===== src/rtl/imem_boot_loader.sv =====
// Boot loader: assembles a little-endian program image from a byte stream and writes it
// word by word into instruction memory, holding the core in reset until the image is complete.
module imem_boot_loader #(
  parameter int unsigned DEPTH = 1024,
  parameter int unsigned CNT_W = 11
) (
  input  logic             clk_i,
  input  logic             rst_ni,
  input  logic             start_i,
  input  logic             rx_valid_i,
  input  logic [7:0]       rx_data_i,
  output logic             rx_ready_o,
  output logic             mem_we_o,
  output logic [31:0]      mem_addr_o,
  output logic [31:0]      mem_wdata_o,
  output logic             core_rst_o,
  output logic             busy_o,
  output logic             done_o,
  output logic             err_o,
  output logic [CNT_W-1:0] word_cnt_o
);

  typedef enum logic [2:0] {
    S_BOOT  = 3'd0,
    S_LEN0  = 3'd1,
    S_LEN1  = 3'd2,
    S_DATA  = 3'd3,
    S_FLUSH = 3'd4,
    S_DONE  = 3'd5,
    S_ERR   = 3'd6
  } state_e;

  state_e           state_q, state_d;
  logic             rx_ready_q;
  logic             mem_we_q;
  logic [31:0]      mem_addr_q;
  logic [31:0]      mem_wdata_q;
  logic             core_rst_q;
  logic             busy_q;
  logic             done_q;
  logic             err_q;
  logic [CNT_W-1:0] word_cnt_q;
  logic [1:0]       byte_idx_q;
  logic [15:0]      len_q;
  logic [23:0]      asm_q;

  logic             hs_s;
  logic             word_hs_s;
  logic             last_word_s;
  logic             rearm_s;
  logic [15:0]      len_new_s;

  // Next-state decode; word_hs_s marks the 4th byte of a word being accepted.
  always_comb begin
    state_d     = state_q;
    hs_s        = rx_valid_i && rx_ready_q;
    word_hs_s   = (state_q == S_DATA) && hs_s && (byte_idx_q == 2'd3);
    last_word_s = (16'(word_cnt_q) == (len_q - 16'd1));
    rearm_s     = start_i && ((state_q == S_DONE) || (state_q == S_ERR));
    len_new_s   = {rx_data_i, len_q[7:0]};
    case (state_q)
      S_BOOT: state_d = S_LEN0;
      S_LEN0: begin
        if (hs_s) state_d = S_LEN1;
        else      state_d = S_LEN0;
      end
      S_LEN1: begin
        if (!hs_s)                          state_d = S_LEN1;
        else if (len_new_s == 16'd0)        state_d = S_DONE;
        else if (len_new_s > 16'(DEPTH))    state_d = S_ERR;
        else                                state_d = S_DATA;
      end
      S_DATA: begin
        if (word_hs_s && last_word_s) state_d = S_FLUSH;
        else                          state_d = S_DATA;
      end
      S_FLUSH: state_d = S_DONE;
      S_DONE, S_ERR: begin
        if (rearm_s) state_d = S_LEN0;
        else         state_d = state_q;
      end
      default: state_d = S_BOOT;
    endcase
  end

  // State, datapath and registered outputs; status flags follow the next state.
  always_ff @(posedge clk_i or negedge rst_ni) begin
    if (!rst_ni) begin
      state_q     <= S_BOOT;
      rx_ready_q  <= 1'b0;
      mem_we_q    <= 1'b0;
      mem_addr_q  <= 32'd0;
      mem_wdata_q <= 32'd0;
      core_rst_q  <= 1'b0;
      busy_q      <= 1'b0;
      done_q      <= 1'b0;
      err_q       <= 1'b0;
      word_cnt_q  <= '0;
      byte_idx_q  <= 2'd0;
      len_q       <= 16'd0;
      asm_q       <= 24'd0;
    end else begin
      state_q    <= state_d;
      rx_ready_q <= (state_d == S_LEN0) || (state_d == S_LEN1) || (state_d == S_DATA);
      busy_q     <= (state_d == S_LEN0) || (state_d == S_LEN1) ||
                    (state_d == S_DATA) || (state_d == S_FLUSH);
      done_q     <= (state_d == S_DONE);
      core_rst_q <= (state_d == S_DONE);
      err_q      <= (state_d == S_ERR);
      mem_we_q   <= word_hs_s;

      if ((state_q == S_LEN0) && hs_s) len_q[7:0]  <= rx_data_i;
      if ((state_q == S_LEN1) && hs_s) len_q[15:8] <= rx_data_i;

      if ((state_q == S_DATA) && hs_s) begin
        byte_idx_q <= byte_idx_q + 2'd1;
        case (byte_idx_q)
          2'd0: asm_q[7:0]   <= rx_data_i;
          2'd1: asm_q[15:8]  <= rx_data_i;
          2'd2: asm_q[23:16] <= rx_data_i;
          default: begin
            mem_wdata_q <= {rx_data_i, asm_q};
            mem_addr_q  <= {{(30-CNT_W){1'b0}}, word_cnt_q, 2'b00};
            word_cnt_q  <= word_cnt_q + CNT_W'(1);
          end
        endcase
      end

      if (rearm_s) begin
        word_cnt_q <= '0;
        byte_idx_q <= 2'd0;
      end
    end
  end

  assign rx_ready_o  = rx_ready_q;
  assign mem_we_o    = mem_we_q;
  assign mem_addr_o  = mem_addr_q;
  assign mem_wdata_o = mem_wdata_q;
  assign core_rst_o  = core_rst_q;
  assign busy_o      = busy_q;
  assign done_o      = done_q;
  assign err_o       = err_q;
  assign word_cnt_o  = word_cnt_q;

endmodule


===== config.mk =====
export PLATFORM = sky130hd
export DESIGN_NAME = imem_boot_loader
export DESIGN_NICKNAME = d
export VERILOG_FILES = /design/src/rtl/imem_boot_loader.sv
export SDC_FILE = /design/constraint.sdc
export NUM_CORES = 1
export LEC_CHECK = 0
export CORE_MARGIN = 2
export CORE_UTILIZATION = 30
export CTS_CLUSTER_SIZE = 40
export DETAILED_ROUTE_END_ITERATION = 6
export SYNTH_ARGS = -nofsm -noshare
export SYNTH_HDL_FRONTEND = slang
export SYNTH_SLANG_ARGS = --single-unit

===== constraint.sdc =====
create_clock -name clk_i -period 6.25 [get_ports clk_i]
set_clock_uncertainty 0.1 [all_clocks]
set_input_delay 1.25 -clock clk_i [delete_from_list [all_inputs] [get_ports clk_i]]
set_output_delay 1.25 -clock clk_i [all_outputs]
set_load 0.02 [all_outputs]

Yosys cells after proc, flatten, opt, wreduce, memory -nomap -nowiden
Index checks and enable logic that the tools add are counted.
- logic and storage cells: 71
- output and inout bits: 81
- bits in registers: 104
- mux-type cells: 12
- reduce and logical (&&, ||, !) cells: 22
- $lt $le $gt $ge: 1
- equal/unequal tests: 17
- bitwise logic cells: 1
- add/subtract/negate cells: 3
- operator list (operator ; count):
    $mux 11 ; 3
    $eq 3x3->1 const B ; 6
    $pmux 3 s6 ; 1
    $eq 11x16->1 ; 1
    $gt 16x11->1 const B ; 1
    $logic_not 16->1 ; 1
    $sub 16x1->16 const B ; 1
    $mux 3 ; 5
    $eq 3x2->1 const B ; 4
    $add 11x1->11 const B ; 1
    $reduce_and 2->1 ; 5
    $logic_and 1x1->1 ; 7
    $eq 3x1->1 const B ; 2
    $mux 2 ; 3
    $eq 2x2->1 const B ; 2
    $logic_or 1x1->1 ; 4
    $logic_not 3->1 ; 1
    $reduce_or 3->1 ; 1
    $add 2x1->2 const B ; 1
    $eq 2x1->1 const B ; 1
    $logic_not 2->1 ; 1
    $ne 2x1->1 const B ; 1
    $reduce_bool 2->1 ; 1
    $reduce_or 2->1 ; 1
    $not 1->1 ; 1

Longest topological paths before layout
Gate-level depths: netlist of run 1.
- depth after elaboration: 10
- mapped depth: 8
- depth with buffers taken out: 8

Worst setup path before layout of run 1
Ideal clock, no wire load.
- kind: input to register
- start point: in rx_valid_i
- end point: reg state_q[0]
- arrival time: 2538 ps
- stages on the path: 6
- path buffers: 0
- setup time: 130 ps
- slack: 3482 ps
- path through: nand2_1 -> nor3_1 -> nand4_1 -> nor4_1 -> o2111a_2 -> o31ai_2
- longest elaborated chain between the ends: 6
- elaborated cells between the ends (all ways): 8
- those cells by class: mux: 4; reduce/logical: 4
- RTL lines (item ; line ; source):
    from (decl) ; 10 ; input logic rx_valid_i,
    $logic_and 1x1->1 (*) ; 56 ; hs_s = rx_valid_i && rx_ready_q;
    $logic_and 1x1->1 (2 in a row) ; 57 ; word_hs_s = (state_q == S_DATA) && hs_s && (byte_idx_q == 2'd3);
    $logic_and 1x1->1 ; 74 ; if (word_hs_s && last_word_s) state_d = S_FLUSH;
    $mux 3 ; 74 ;
    $pmux 3 s6 (*) ; 61 ; case (state_q)
    net state_d[0] ; 33 ; state_e state_q, state_d;
    to (signal assigned) ; 103 ; state_q <= state_d;
    to (decl) ; 33 ;
The timed path passes the listed nets; every way through them passes the cells marked *.
A chain may end at the register's enable or synchronous reset.

Worst setup path after layout of run 1
- start point: in rx_valid_i
- end point: reg word_cnt_q[10] (netlist: word_cnt_o[10])
- longest elaborated chain between the ends: 4
- RTL lines (item ; line ; source):
    $logic_and 1x1->1 ; 56 ;
    $logic_and 1x1->1 ; 115 ; if ((state_q == S_DATA) && hs_s) begin
    $reduce_bool 2->1 (no source line) ; -- ;
    $reduce_and 2->1 (no source line) ; -- ;
    to (signal assigned) ; 124 ; word_cnt_q <= word_cnt_q + CNT_W'(1);
    to (decl) ; 42 ; logic [CNT_W-1:0] word_cnt_q;
Every way passes these cells.

==> results.py, run 1 <==
metrics = {
    "yosys": {
        "postSynthCellCount": 473,
        "synth_top_flop_cell": "sky130_fd_sc_hd__dfrtp_1",
        "synthArstFlopShare": 1.00,
        "synth-compound-area-share": 0.0440,
        "seq_area_frac_synth": 0.535,
        "synth_enable_flop_cells": 0,
        "ys_seq_elements": 104,
        "synth_simple_gate_area_share": 0.196,
        "synth_adder_area_share": 0.0201,
        "post_synthesis_mux_area_share": 0.0921,
        "post_synth_cell_types": 52,
        "synth_top_family_by_area": "simple AND/OR/NAND/NOR gates",
        "synth_largest_area_cell": "sky130_fd_sc_hd__dfrtp_1",
        "yosys.cell_count.top_type": "sky130_fd_sc_hd__nand2_1",
        "synth_xor_xnor_area_share": 0.0486,
        "netlist_top_cells_area": "sky130_fd_sc_hd__dfrtp_1 (54%), sky130_fd_sc_hd__nand2_1 (11%), sky130_fd_sc_hd__mux2_2 (8.8%), sky130_fd_sc_hd__buf_4 (3.4%), sky130_fd_sc_hd__xnor2_1 (3.2%)",
        "synth_top_cells_by_count": "sky130_fd_sc_hd__nand2_1 (145), sky130_fd_sc_hd__dfrtp_1 (104), sky130_fd_sc_hd__mux2_2 (38)",
        "syn_area_um2": 4860,
        "synthDominantCellAreaShare": 0.535,
        "post_synth.cell_area_avg_um2": 10.3,
        "yosysWarningCount": 0,
    },
    "floorplan": {
        "floorplan.die_area_um2": 17200,
        "die_w_um": 131,
        "effective_utilization_at_floorplan": 0.306,
        "io_pins": 93,
        "floorplan.rows": 46,
        "core_area_um2": 15900,
        "die_h_um": 131,
    },
    "clock_tree": {
        "tritoncts": "done",
        "post_cts.resized_instances": 0,
        "clock_tree.htree_level_count": 3,
        "cts_hold_repair.buffers": 0,
        "cts_root_cell": "sky130_fd_sc_hd__clkbuf_16",
        "cts_setup_buffers": 0,
        "numClockSinks": 104,
        "cts_inserted_buffers": 9,
        "clk_pin_slew_worst_paths_ns": 0.07,
        "worstSkewPairLatency_ns": 0.35,
        "cts_max_path_buffers": 2,
    },
    "power_and_ir_drop": {
        "power_switching_share": 0.359,
        "vdd_drop_max_uv": 164,
        "sequential_group_share_of_total_power": 0.433,
        "switching_power_w": 0.000921,
        "cell_leakage_power_nw": 2.72,
        "internal-power_w": 0.00164,
        "comb_pwr_share": 0.354,
        "clkPwrFrac": 0.214,
        "power_density_nw_per_um2": 432,
    },
    "status": {
        "run_status": "finished clean",
    },
    "placement": {
        "post_dp_cell_area_um2": 5650,
        "gp_routability_congestion": 0.870,
        "place.port_buffers": 71,
        "detailed_place_hpwl_um": 7750,
    },
    "setup_path": {
        "worstSetupEndpointType": "flip-flop",
        "cpPeakStageDelay_ns": 0.75,
        "r2r_cells": 5,
        "critPathArrivalTime_ns": 3.65,
        "cp_max_fo": 47,
        "critical_path.cell_chain": "clkdlybuf4s50_1 > and3_1 > and2_2 > nand4_1 > or3_1 > a21oi_1",
        "ff2ff_setup_slack_ns": 3.51,
        "path_class": "in -> reg",
        "cp_data_required_time_ns": 6.41,
        "cp-start-kind": "input port",
        "worstReg2RegEnd": "word_cnt_o[10]$_DFFE_PN0P_",
        "r2r_start": "state_q[1]$_DFF_PN0_",
        "slowest_stage": "sky130_fd_sc_hd__and2_2",
    },
    "cells_and_area": {
        "areaGrowthSynthToFinish_pct": 22.0,
        "design_area_um2": 5930,
        "design.final.nets": 551,
        "n_antenna_cell": 0,
        "share_of_layout_cells_above_drive_strength_1": 0.125,
    },
    "timing": {
        "slew-limit-headroom": 0.346,
        "final.min_clock_period_ns": 3.49,
        "setup_viol_count_final": 0,
        "final-max-slew-violation-count": 0,
        "timing_worst_slew_pin_value_ns": 0.978,
        "post-route-period-util": 0.559,
        "setup_repair_after_global_routing_missed_its_margin": "no",
        "finalHoldViolations": 0,
        "finalSetupTns_ns": 0,
        "maxClockFrequency_mhz": 286,
    },
    "routing": {
        "routedWlPerCell_um": 14.9,
        "drt_wl_total_um": 11200,
        "via_per_inst": 4.56,
        "count_of_unresolved_drc_violations_after_routing": 0,
        "drt-initial-drc-count": 193,
        "via_count": 3435,
        "drtAntennaViolNets": 0,
        "drt_pre_antenna_iters": 4,
    },
    "global_route": {
        "antenna_violations_before_repair": 0,
        "grt_max_degree": 57,
        "globalRoute.totalOverflow": 0,
        "first_global_vias": 3492,
        "grt.total_usage": 0.134,
        "wire_length_of_the_first_global_routing_pass_um": 18500,
    },
    "worst_hold_path": {
        "min_to": "mem_wdata_o[1]$_DFFE_PN0P_",
        "min_from": "asm_q[1]$_DFFE_PN0P_",
        "min-delay-path-class": "reg -> reg",
        "min_delay_path_depth": 2,
    },
    "flow_run": {
        "timing.max_cap.violations": 0,
    },
}
==> power groups by stage <==
| stage | Combinational, W | Clock [W] | Sequential [W] |
|---|---|---|---|
| CTS | 0.000920 | 0.000559 | 0.00111 |
| floorplan | 0.000532 | 0 | 0.00118 |
| finish | 0.000906 | 0.000547 | 0.00111 |
| global route | 0.000998 | 0.000588 | 0.00115 |
| global placement | 0.000897 | 0 | 0.00111 |
| detailed placement | 0.000915 | 0 | 0.00112 |
==> how the worst max path moves through the flow <==
stage	start	end	depth (start not counted)
after floorplan	rx_valid_i	state_q[0]$_DFF_PN0_	6
after global placement	rx_valid_i	word_cnt_o[10]$_DFFE_PN0P_	6
after detailed placement	rx_valid_i	word_cnt_o[10]$_DFFE_PN0P_	6
after CTS	rx_valid_i	word_cnt_o[10]$_DFFE_PN0P_	6
after global routing	rx_valid_i	word_cnt_o[10]$_DFFE_PN0P_	6
final	rx_valid_i	word_cnt_o[10]$_DFFE_PN0P_	6
==> cell families after synthesis <==
kind of cell	count (synthesis)
and+or+nand+nor	213
AOI/OAI and AO/OA	29
other	1
buffers and inverters	51
xor gates and xnor gates	27
adders and majority gates	8
DFF	104
muxes	40
==> layer usage <==
metal,vias to the layer above,global-route usage,part of all wire
met4,0,0.0441,0.016
met3,16,0.0347,0.045
li1,1641,-,-
met1,1696,0.176,0.46
met2,82,0.216,0.48
met5,-,0,0
==> registers in the layout, summed over array words and instances, names as in the netlist <==
register     count
asm_q           24
busy_o           1
byte_idx_q       2
done_o           1
err_o            1
len_q           16
mem_addr_o      11
mem_wdata_o     32
mem_we_o         1
rx_ready_o       1
state_q          3
word_cnt_o      11
==> stage by stage <==
stage | util | hold WS, ns | setup WS [ns] | instances | power, W
finish | 0.373 | 0.373 | 2.76 | 753 | 0.00256
global route | 0.373 | 0.407 | 2.58 | 753 | 0.00274
CTS | 0.373 | 0.375 | 2.77 | 753 | 0.00259
detailed placement | 0.355 | 0.356 | 2.40 | 737 | 0.00204
global placement | 0.355 | 0.353 | 2.49 | 737 | 0.00201
floorplan | - | 0.333 | 3.48 | 493 | 0.00171
==> cells in the final DEF, fill, tap and decap left out, types with 4 or more instances in the layout <==
cell type / Yosys / final
sky130_fd_sc_hd__nand2_1: 145 / 144
sky130_fd_sc_hd__dfrtp_1: 104 / 104
sky130_fd_sc_hd__clkdlybuf4s50_1: 0 / 70
sky130_fd_sc_hd__mux2_2: 38 / 38
sky130_fd_sc_hd__nor2_1: 21 / 21
sky130_fd_sc_hd__conb_1: 1 / 21
sky130_fd_sc_hd__xnor2_1: 18 / 18
sky130_fd_sc_hd__xor2_1: 9 / 9
sky130_fd_sc_hd__clkbuf_16: 0 / 9
sky130_fd_sc_hd__nor3_1: 8 / 8
sky130_fd_sc_hd__inv_1: 7 / 7
sky130_fd_sc_hd__o21ai_0: 7 / 7
sky130_fd_sc_hd__ha_1: 7 / 7
sky130_fd_sc_hd__or3_1: 6 / 6
sky130_fd_sc_hd__nand4_1: 5 / 5
sky130_fd_sc_hd__nor4_1: 4 / 4
sky130_fd_sc_hd__nor3b_1: 4 / 4
sky130_fd_sc_hd__a21oi_1: 4 / 4
==> cell type report <==
type | count | area [µm²]
multi-input combinational | 338 | 2030
inverter | 7 | 26.3
tap | 216 | 270
timing repair buffer | 72 | 716
sequential | 104 | 2600
fill | 1588 | 9960
clock inverter | 6 | 52.6
clock buffer | 10 | 229
==> critical path, delay by kind of cell <==
family          cells  cell delay [ns]
buf+inv             1             0.49
compound gates      1             0.17
simple gates        4             1.73
Power figures use the tool's default switching activity.
==> run 2: changes to the inputs <==
==> constraint.sdc (replaced) <==
create_clock -name clk_i -period 2.9 [get_ports clk_i]
set_clock_uncertainty 0.1 [all_clocks]
set_input_delay 0.58 -clock clk_i [delete_from_list [all_inputs] [get_ports clk_i]]
set_output_delay 0.58 -clock clk_i [all_outputs]
set_load 0.02 [all_outputs]
==> results.py, run 2 (synthesis results as in run 1) <==
metrics = {
    "placement": {
        "dp.cells": 753,
        "gp_routability_congestion": 0.823,
        "place.port_buffers": 71,
        "detailed_place_hpwl_um": 8360,
    },
    "clock_tree": {
        "cts_setup_buffers": 0,
        "cts_hold_repair.buffers": 0,
        "worstSkewPairLatency_ns": 0.35,
        "cts_inserted_buffers": 9,
        "clk_pin_slew_worst_paths_ns": 0.08,
        "numClockSinks": 104,
        "tritoncts": "done",
        "cts_root_cell": "sky130_fd_sc_hd__clkbuf_16",
        "clock_tree.htree_level_count": 3,
        "cts_max_path_buffers": 2,
        "post_cts.resized_instances": 0,
    },
    "setup_path": {
        "cpPeakStageDelay_ns": 0.53,
        "worstReg2RegEnd": "rx_ready_o$_DFF_PN0_",
        "critical_path.cell_chain": "inv_1 > ha_1 > or4b_4 > or2_2 > mux2i_1 > nor4_1 > o2111a_2 > a311oi_2",
        "critPathArrivalTime_ns": 2.62,
        "r2r_start": "len_q[0]$_DFFE_PN0P_",
        "ff2ff_setup_slack_ns": 0.40,
        "worstSetupEndpointType": "flip-flop",
        "path_class": "reg -> reg",
        "endpoint": "rx_ready_o$_DFF_PN0_",
        "cp-start-kind": "flip-flop",
        "r2r_cells": 8,
        "slowest_stage": "sky130_fd_sc_hd__or4b_4",
        "cp_data_required_time_ns": 3.01,
        "cp-startpoint": "len_q[0]$_DFFE_PN0P_",
        "cp_max_fo": 4,
    },
    "cells_and_area": {
        "final_common_cell": "sky130_fd_sc_hd__nand2_1",
        "design.final.nets": 567,
        "areaGrowthSynthToFinish_pct": 25.3,
        "most_frequent_cells_in_the_layout": "sky130_fd_sc_hd__nand2_1 (144), sky130_fd_sc_hd__dfrtp_1 (104), sky130_fd_sc_hd__clkdlybuf4s50_1 (70)",
        "n_antenna_cell": 0,
        "largest_reg_flops": 32,
        "final_cells": 769,
        "share_of_layout_cells_above_drive_strength_1": 0.152,
    },
    "power_and_ir_drop": {
        "power_density_nw_per_um2": 928,
        "cell_leakage_power_nw": 2.82,
        "vdd_drop_max_uv": 393,
    },
    "global_route": {
        "grt_max_degree": 47,
        "grt.total_usage": 0.139,
        "first_global_vias": 3621,
        "globalRoute.totalOverflow": 0,
        "antenna_violations_before_repair": 0,
        "wire_length_of_the_first_global_routing_pass_um": 18900,
    },
    "floorplan": {
        "die_w_um": 131,
        "floorplan.rows": 46,
        "effective_utilization_at_floorplan": 0.306,
        "die_h_um": 131,
        "core_area_um2": 15900,
        "floorplan.die_area_um2": 17200,
        "io_pins": 93,
    },
    "timing": {
        "finalSetupTns_ns": 0,
        "final.min_clock_period_ns": 2.50,
        "slew-limit-headroom": 0.573,
        "setup_viol_count_final": 0,
        "timing_worst_slew_pin_value_ns": 0.641,
        "finalHoldViolations": 0,
        "setup_repair_after_global_routing_missed_its_margin": "no",
        "maxClockFrequency_mhz": 399,
        "post-route-period-util": 0.864,
        "final-max-slew-violation-count": 0,
    },
    "routing": {
        "count_of_unresolved_drc_violations_after_routing": 0,
        "via_per_inst": 4.56,
        "drtAntennaViolNets": 0,
        "via_count": 3508,
        "drt-initial-drc-count": 150,
        "drt_wl_total_um": 11600,
        "routedWlPerCell_um": 15.0,
        "drt_pre_antenna_iters": 4,
    },
    "flow_run": {
        "timing.max_cap.violations": 0,
    },
    "worst_hold_path": {
        "min-delay-path-class": "in -> async",
    },
    "status": {
        "run_status": "finished clean",
    },
}
run 2: changes by cell type in the layout (fill, tap and decap cells not counted), sizes merged:
cell	previous run	this run
buf	2	18
bufinv	0	1
clkbuf	10	9
clkinvlp	1	0
inv	10	11
run 2: layout make-up:
class                   count  area [µm²]
clock buffers               9         225
multi-input cells         338        2030
well taps                 216         270
inverters                   7        26.3
repair buffers             88         848
clock inverters             7        83.8
flip-flops and latches    104        2600
fillers                  1586        9800
run 2: layer usage:
metal	wire length, µm	track usage
met3	571	0.0359
met2	5530	0.236
met5	0	0
met4	352	0.0580
met1	5110	0.168
run 2: worst min-delay path by stage:
stage / from / to / slack (ns) / cells after the start
after floorplan: rst_ni / asm_q[0]$_DFFE_PN0P_ / 0.18 / 0
after global placement: asm_q[4]$_DFFE_PN0P_ / mem_wdata_o[4]$_DFFE_PN0P_ / 0.35 / 2
after detailed placement: asm_q[19]$_DFFE_PN0P_ / mem_wdata_o[19]$_DFFE_PN0P_ / 0.35 / 2
after CTS: rst_ni / word_cnt_o[7]$_DFFE_PN0P_ / 0.17 / 1
after global routing: rst_ni / word_cnt_o[6]$_DFFE_PN0P_ / 0.19 / 1
final: rst_ni / mem_addr_o[7]$_DFFE_PN0P_ / 0.14 / 1
run 2: power by group:
group	switching [W]	internal, W	leakage (nW)
Sequential	0.000443	0.00196	1.36
Combinational	0.000962	0.00101	1.31
Clock	0.000586	0.000688	0.154
Total	0.00199	0.00366	2.82
run 2: per-stage QoR:
stage | hold slack (ns) | instance area [µm²] | util | power, W | worst slack (ns)
after floorplan | 0.184 | 4940 | - | 0.00368 | 0.608
after global routing | 0.191 | 6090 | 0.383 | 0.00601 | 0.277
after global placement | 0.349 | 5780 | 0.364 | 0.00435 | 0.351
after CTS | 0.169 | 6090 | 0.383 | 0.00571 | 0.403
after detailed placement | 0.354 | 5780 | 0.364 | 0.00441 | 0.357
final | 0.141 | 6090 | 0.383 | 0.00565 | 0.395
run 2: worst max-delay path, delay by kind of cell, from the launching register on:
family	cells	cell delay [ns]
buffers and inverters	1	0.09
muxes	1	0.13
adders and majority gates	1	0.20
AOI/OAI and AO/OA	2	0.37
and+or+nand+nor	3	1.06
DFF	1	0.42
